$ cat config.mk
export PLATFORM = sky130hd
export DESIGN_NAME = bus_mux_arb
export DESIGN_NICKNAME = d
export VERILOG_FILES = /design/src/rtl/bus_pkg.sv /design/src/rtl/bus_grant_pick.sv /design/src/rtl/bus_mux_arb.sv
export SDC_FILE = /design/constraint.sdc
export NUM_CORES = 1
export LEC_CHECK = 0
export ABC_CLOCK_PERIOD_IN_PS = 8900
export CORE_AREA = 3 3 326 328
export CTS_BUF_LIST = sky130_fd_sc_hd__clkbuf_4
export CTS_CLUSTER_SIZE = 12
export DETAILED_ROUTE_END_ITERATION = 12
export DIE_AREA = 0 0 329 331
export GPL_TIMING_DRIVEN = 0
export PLACE_DENSITY = 0.36
export SYNTH_ARGS = -nofsm -noshare
export SYNTH_HDL_FRONTEND = slang
export SYNTH_SLANG_ARGS = --single-unit
$ cat constraint.sdc
create_clock -name clk -period 8.9 [get_ports clk]
set_input_delay 0.89 -clock clk [delete_from_list [all_inputs] [get_ports clk]]
set_output_delay 0.89 -clock clk [all_outputs]
set_load 0.01 [all_outputs]
$ cat src/rtl/bus_pkg.sv
// Shared types and helpers for the CPU bus multiplexer/arbiter.
package bus_pkg;

    typedef enum logic {
        ARB_PRIO = 1'b0,
        ARB_RR   = 1'b1
    } arb_mode_e;

    localparam int unsigned CNT_W_DEF = 8;

    function automatic int unsigned sel_w(input int unsigned n);
        int unsigned w;
        w = int'($clog2(n));
        return (w < 1) ? 1 : w;
    endfunction

endpackage

$ cat src/rtl/bus_grant_pick.sv
// Combinational grant selection: fixed priority or circular search from a start pointer.
module bus_grant_pick
    import bus_pkg::*;
#(
    parameter int unsigned NUM_SRC = 24,
    parameter int unsigned SEL_W   = sel_w(NUM_SRC)
) (
    input  logic [NUM_SRC-1:0] req,
    input  logic [SEL_W-1:0]   start_ptr,
    input  logic               mode,
    output logic               grant_valid,
    output logic [SEL_W-1:0]   grant_idx,
    output logic               multi
);

    int unsigned base;
    int unsigned idx;

    // Fixed priority is the circular search started at index 0.
    always_comb begin
        grant_valid = 1'b0;
        grant_idx   = '0;
        base        = (mode == ARB_RR) ? 32'(start_ptr) : 0;
        idx         = 0;
        for (int unsigned k = 0; k < NUM_SRC; k++) begin
            idx = base + k;
            if (idx >= NUM_SRC) begin
                idx = idx - NUM_SRC;
            end
            if (req[SEL_W'(idx)] && !grant_valid) begin
                grant_valid = 1'b1;
                grant_idx   = SEL_W'(idx);
            end
        end
        multi = ($countones(req) >= 2);
    end

endmodule

$ cat src/rtl/bus_mux_arb.sv
// Registered CPU bus multiplexer with fixed-priority / round-robin arbitration
// and sticky, saturating contention tracking.
module bus_mux_arb
    import bus_pkg::*;
#(
    parameter int unsigned WIDTH     = 32,
    parameter int unsigned NUM_SRC   = 24,
    parameter bit          HOLD_LAST = 1'b1,
    parameter int unsigned CNT_W     = CNT_W_DEF
) (
    input  logic                       clk,
    input  logic                       clr,
    input  logic [NUM_SRC*WIDTH-1:0]   src_data,
    input  logic [NUM_SRC-1:0]         src_out,
    input  logic                       arb_mode,
    input  logic                       err_clear,
    output logic [WIDTH-1:0]           bus_out,
    output logic                       bus_valid,
    output logic [sel_w(NUM_SRC)-1:0]  bus_src,
    output logic                       contention,
    output logic [CNT_W-1:0]           contention_cnt
);

    localparam int unsigned SEL_W = sel_w(NUM_SRC);
    localparam logic [SEL_W-1:0] LAST_IDX = SEL_W'(NUM_SRC - 1);

    logic [WIDTH-1:0] bus_q, bus_d;
    logic             valid_q, valid_d;
    logic [SEL_W-1:0] src_q, src_d;
    logic [SEL_W-1:0] ptr_q, ptr_d;
    logic             flag_q, flag_d;
    logic [CNT_W-1:0] cnt_q, cnt_d;

    logic             grant_valid;
    logic [SEL_W-1:0] grant_idx;
    logic             multi;

    bus_grant_pick #(
        .NUM_SRC (NUM_SRC),
        .SEL_W   (SEL_W)
    ) u_pick (
        .req         (src_out),
        .start_ptr   (ptr_q),
        .mode        (arb_mode),
        .grant_valid (grant_valid),
        .grant_idx   (grant_idx),
        .multi       (multi)
    );

    always_comb begin
        bus_d   = bus_q;
        valid_d = grant_valid;
        src_d   = src_q;
        ptr_d   = ptr_q;
        if (grant_valid) begin
            bus_d = src_data[grant_idx*WIDTH +: WIDTH];
            src_d = grant_idx;
            if (arb_mode == ARB_RR) begin
                ptr_d = (grant_idx == LAST_IDX) ? '0 : grant_idx + 1'b1;
            end
        end else if (!HOLD_LAST) begin
            bus_d = '0;
        end

        // A contention event on the clearing edge takes precedence over the clear.
        flag_d = flag_q;
        cnt_d  = cnt_q;
        if (multi) begin
            flag_d = 1'b1;
            if (err_clear) begin
                cnt_d = CNT_W'(1);
            end else if (cnt_q != '1) begin
                cnt_d = cnt_q + 1'b1;
            end
        end else if (err_clear) begin
            flag_d = 1'b0;
            cnt_d  = '0;
        end
    end

    always_ff @(posedge clk or posedge clr) begin
        if (clr) begin
            bus_q   <= '0;
            valid_q <= 1'b0;
            src_q   <= '0;
            ptr_q   <= '0;
            flag_q  <= 1'b0;
            cnt_q   <= '0;
        end else begin
            bus_q   <= bus_d;
            valid_q <= valid_d;
            src_q   <= src_d;
            ptr_q   <= ptr_d;
            flag_q  <= flag_d;
            cnt_q   <= cnt_d;
        end
    end

    assign bus_out        = bus_q;
    assign bus_valid      = valid_q;
    assign bus_src        = src_q;
    assign contention     = flag_q;
    assign contention_cnt = cnt_q;

endmodule

Word-level counts from Yosys, hierarchy flattened
Cells that the tools add are included.
{ "classes": {"reduce_logical": 50, "eq_ne": 2, "magnitude_cmp": 49, "mux": 128, "add_sub_neg": 72, "n_shift": 1} }
{ "op_table": {"columns": ["operator", "n"], "rows": [
  ["32-bit by 5-bit greater-or-equal comparator with 1-bit output, second input constant", 24],
  ["768-bit by 11-bit variable part select with 32-bit output", 1],
  ["32-bit adder", 11],
  ["5-bit two-way mux", 50],
  ["5-bit by 6-bit less-than comparator with 1-bit output, second input constant", 24],
  ["1-bit binary-select mux with 5-bit select", 24],
  ["5-bit subtractor, second input constant", 24],
  ["1-bit two-way mux", 50],
  ["5-bit by 4-bit adder with 6-bit output, second input constant", 8],
  ["5-bit by 5-bit adder with 6-bit output, second input constant", 8],
  ["32-bit by 3-bit greater-or-equal comparator with 1-bit output, second input constant", 1],
  ["8-bit two-way mux", 4],
  ["1-bit by 1-bit adder with 2-bit output", 12],
  ["5-bit by 3-bit adder with 6-bit output, second input constant", 4],
  ["1-bit logical AND", 23],
  ["1-bit zero test", 23],
  ["5-bit by 2-bit adder with 6-bit output, second input constant", 2],
  ["8-bit by 1-bit adder with 8-bit output, second input constant", 1],
  ["8-bit inequality test, second input constant", 1],
  ["5-bit by 1-bit adder with 6-bit output, second input constant", 1],
  ["5-bit by 1-bit adder with 5-bit output, second input constant", 1],
  ["5-bit equality test, second input constant", 1],
  ["2-bit AND reduction", 2],
  ["2-bit nonzero test", 2]
]} }
{ "totals": {"output_inout_bits": 47, "input_bits": 796, "regBits": 52, "wordCells": 308} }

Logic depth before layout (Yosys ltp)
{ "depth": {"ltp_word": 77, "mapped_depth": 32, "depth_no_buf": 23} }

Hierarchy
A second synthesis with hierarchy kept.
{ "hier_totals": {"cells_unflattened": 1499, "area_unflattened_um2": 14241.2} }
{ "by_module_without_submodules": {"columns": ["module", "instances", "cells_each", "area_each_um2", "seq_area_each_um2"], "rows": [
  ["bus_mux_arb", 1, 662, 8201.6, 1301.2],
  ["bus_grant_pick", 1, 837, 6039.5, 0.0]
]} }

Worst setup path after synthesis
No wires, ideal clock.
{ "synth_path": {"path_kind": "input-to-reg", "start": "in arb_mode", "end": "reg bus_q[11] (netlist: bus_out[11])", "setup_ns": 0.121, "arrival_ns": 6.576, "path_stages": 28, "t_required_ns": 8.779, "path_buffers": 6, "path_slack_ns": 2.203, "path_cell_list": "buf_4 -> nand2_1 -> inv_1 -> clkbuf_1 -> clkbuf_1 -> ha_1 -> clkbuf_1 -> xnor2_1 -> inv_2 -> ha_1 -> nor2b_1 -> o21ai_0 -> nand4_1 -> o211a_1 -> a211oi_1 -> nand2_1 -> nor3_1 -> nand4_1 -> a221o_1 -> o41a_1 -> buf_6 -> nand2_8 -> inv_4 -> buf_6 -> mux2_4 -> o211a_1 -> or4_1 -> o22a_1"} }
{ "synth_between": {"elab_chain_cells": 76, "elab_cells_between_ends": 239, "cone_classes": "add/sub (47); order compare (24); shift (1); mux (121); reduce/logical (46)"} }
{ "synth_lines": {"columns": ["item", "line_no", "text"], "rows": [
  ["start: declaration", "bus_mux_arb.sv:15", "input logic arb_mode,"],
  ["5-bit two-way mux (*)", "bus_grant_pick.sv:23", "base = (mode == ARB_RR) ? 32'(start_ptr) : 0;"],
  ["parallel branches: the longest is 75 deep, another holds 32-bit by 5-bit greater-or-equal comparator with 1-bit output", null, null],
  ["end signal: assignment", "bus_mux_arb.sv:90", "bus_q <= bus_d;"],
  ["end: declaration", "bus_mux_arb.sv:27", "logic [WIDTH-1:0] bus_q, bus_d;"]
]} }
Every way passes the cells marked *. The select of a mux whose other input is x is not followed.
A chain may end at the register's enable or synchronous reset.

Worst setup path after layout
{ "layout_path": {"start": "in arb_mode", "end": "reg bus_q[12] (netlist: bus_out[12])"} }
Same word-level chain as after synthesis.

==> out/qor.yml <==
status: "complete, no violations"
grt_max_degree: 29
reg2reg_to: "bus_out[12]"
place_inst: 4535
cts.clk_slew.worst_paths_ns: 0.22
regArea_um2: 1300
dp_hpwl_mm: 146
synth_seq_cells: 52
power_density_nw_per_um2: 510
portBuffers: 841
reg2reg_depth: 24
cap_violations: 0
area_growth_syn_to_layout_pct: 67.1
synth_fp_nets: 3167
critPathCaptureType: "register"
finClkSkew_ns: 0.0185
grt_pass1_vias: 23358
core_um2: 103000
multi_input_area_um2: 13800
post-route-period-util_pct: 99.6
antenna_found_initial: 71
post_drt_wl_per_cell_um: 36.7
track_usage_pct: 29.3
final_core_util_pct: 25.9
startpoint_type: "input port"
endpoint: "bus_out[12]"
design_area_um2: 26800
worstMarginPinSlew_ns: 1.04
hold_viol_final: 0
hold_buffers: 0
cts_root_buf: "clkbuf_4"
dieArea_um2: 109000
fin_tns_setup_ns: 0
cp.required_ns: 9.26
synthArstFlopShare_pct: 100
synth_edf_count: 0
cts.sinks: 52
synthTopCellsByArea: "nand3_1 (9.5%), dfrtp_1 (8.1%), mux2_2 (7.6%)"
r2r-start: "ptr_q[2]"
slew-limit-headroom_pct: 30.7
cts_tree: "done"
nNetsFinal: 4033
cp_max_fo: 11
synth_seq_area_share_pct: 8.10
drt_iter0_drc: 2449
io_pins: 843
regToRegSetupSlack_ns: 0.60
crit_arrival_ns: 9.23
path_class: "in2reg"
syn_area_um2: 16100
rsz0062_at_grt: "no"
peakVddDrop_uv: 218
post_dp_cell_area_um2: 26200
drive_gt1_share_pct: 11.8
cts_buffers: 5
num_vias: 23952
crit_start: "arb_mode"
drcViolationCount: 0
clockBufferDepth: 2
die_height_um: 331
max_freq_mhz: 113
yosysTopAreaCell: "nand3_1"
routed_wl_mm: 169
power.leakage_uw: 0.0103
final_max_slew_viol_count: 0
drt_first_pass_iters: 5
via_per_inst: 5.22
synth_ff_type: "dfrtp_1"
postSynthCellCount: 2312
htreeDepth: 2
yosysWarningCount: 0
postSynthAreaPerCell_um2: 6.95
setup_viol: 0
grt_pass1_wl_mm: 217
start_util_pct: 15.5
ant_nets: 0
gp_congestion: 0.970
die_x_um: 329
hold_class: "reg2reg"
fill_cells: 11643
overflow: 0
synth_cell_types: 100
post-route-min-period_ns: 8.87
yosysTopAreaCellShare_pct: 9.51
fin_cells: 4592
rows: 118
clk_latency_ns: 0.46
==> metrics by stage <==
stage / setup WS [ns] / hold WS [ns] / total power [uW]
after CTS: 0.00529 / 0.517 / 13500
final: 0.0342 / 0.513 / 13700
after detailed placement: -3.32 / 0.473 / 13100
after floorplan: 2.20 / 0.515 / 7200
after global routing: 0.00144 / 0.541 / 14300
after global placement: -3.27 / 0.464 / 13100
==> layout by cell type (no fill, tap or decap), types with 14 or more instances in the layout <==
master           instances
o211ai_1                48
nor2b_1                 14
o2111a_1                21
clkbuf_4                14
o2111ai_1               17
mux2_4                  19
nand2_1                310
o22ai_1                 19
buf_2                   46
mux2_2                 108
nor3_1                  36
buf_4                   37
fa_1                    19
mux2i_1                 51
o211a_1                 44
clkbuf_2                30
clkbuf_1                95
and2_1                  23
or3_1                   17
ha_1                    39
a22oi_1                 14
buf_1                   18
a31oi_1                 29
a211o_1                 14
o21ai_0                196
mux4_2                  29
clkdlybuf4s50_1        841
diode_2                 33
or4_1                   19
nor2_1                  96
and3_1                  22
a211oi_1                24
inv_1                   39
dfrtp_1                 52
o22a_1                  21
a21o_1                  27
nand3_1                305
nand4_1                 15
a21oi_1                152
==> critical path, cell delays in order <==
cell and delay, ns:
clkdlybuf4s50_1 0.53, buf_4 0.22, and2_1 0.34, inv_1 0.22, buf_2 0.26, buf_2 0.26, ha_1 0.28, a311o_1 0.41
and2_1 0.20, a2bb2oi_1 0.15, o221ai_1 0.60, nor3_1 0.18, a21oi_1 0.72, nor4b_4 0.46, nand2_1 0.28, o221ai_2 0.33
or3_1 0.16, buf_4 0.21, nand2_8 0.12, inv_4 0.12, buf_6 0.18, buf_2 0.32, mux2_2 0.39, o211ai_1 0.69
and4_2 0.55, a31oi_1 0.11
==> registers in the layout, indices dropped and copies added (netlist names) <==
register	cells
bus_out	32
bus_src	5
ptr_q	5
contention_cnt	8
bus_valid	1
contention	1
==> cell families (layout without fill, tap and decap cells) <==
logic type | count (synthesis) | after routing | share of synthesized area, %
other | 0 | 33 | 0
buffers and inverters | 275 | 1142 | 7.51
XOR/XNOR | 18 | 18 | 1.10
AO/OA/AOI/OAI | 754 | 754 | 32.0
flip-flops | 52 | 52 | 8.10
adder cells (fa/ha/maj) | 60 | 60 | 5.55
AND/OR/NAND/NOR | 942 | 942 | 28.9
multiplexers | 211 | 211 | 16.9
==> power by group <==
part	leakage [uW]	total (uW)	switching (uW)	internal, uW
registers	0.000635	455	73.1	382
logic	0.00966	13100	8870	4210
clock network	0.0000324	149	116	32.9
==> layer usage <==
metal	part of all wire, %	routed length (um)	track usage (%)
met1	41	69500	36.8
met2	49	82700	50.7
met3	6.7	11300	5.89
met4	2.9	4900	8.34
met5	0.11	187	0
==> cell usage after synthesis, types with 15 or more instances <==
| cell | n |
|---|---|
| nand2_1 | 311 |
| nand3_1 | 305 |
| o21ai_0 | 199 |
| a21oi_1 | 154 |
| clkbuf_1 | 132 |
| mux2_2 | 108 |
| nor2_1 | 100 |
| buf_2 | 57 |
| dfrtp_1 | 52 |
| mux2i_1 | 52 |
| o211ai_1 | 48 |
| o211a_1 | 44 |
| ha_1 | 40 |
| inv_1 | 40 |
| nor3_1 | 38 |
| a31oi_1 | 29 |
| mux4_2 | 29 |
| a21o_1 | 27 |
| a211oi_1 | 25 |
| and2_1 | 23 |
| buf_1 | 23 |
| and3_1 | 22 |
| o2111a_1 | 21 |
| o22a_1 | 21 |
| or4_1 | 20 |
| fa_1 | 19 |
| mux2_4 | 19 |
| o22ai_1 | 19 |
| a22oi_1 | 17 |
| o2111ai_1 | 17 |
| or3_1 | 17 |
| nand4_1 | 15 |
| nor2b_1 | 15 |
==> what timing repair did <==
action	CTS	global route
pin swaps	8	7
setup endpoints to repair	43	42
gates resized for setup	78	47
buffers inserted	12	8
==> area by class of cell <==
cell class / count / share of cell area [%]
multi-input cells: 1985 / 51.3
clock inverters: 3 / 0.0932
well taps: 1380 / 6.43
plain buffers: 225 / 4.14
repair buffers: 863 / 32.1
clock buffers: 5 / 0.140
diodes: 33 / 0.308
inverters: 46 / 0.671
flip-flops and latches: 52 / 4.85
==> how the worst min path moves through the flow <==
stage | to | from | slack (ns) | depth (start not counted)
after floorplan | bus_src[3] | bus_src[3] | 0.51 | 2
after global placement | contention | contention | 0.46 | 1
after detailed placement | bus_src[3] | bus_src[3] | 0.47 | 2
after CTS | bus_src[3] | bus_src[3] | 0.52 | 2
after global routing | bus_out[31] | bus_out[31] | 0.54 | 1
final | bus_src[0] | bus_src[0] | 0.51 | 2
No activity file was read; power rests on OpenSTA's default activity.
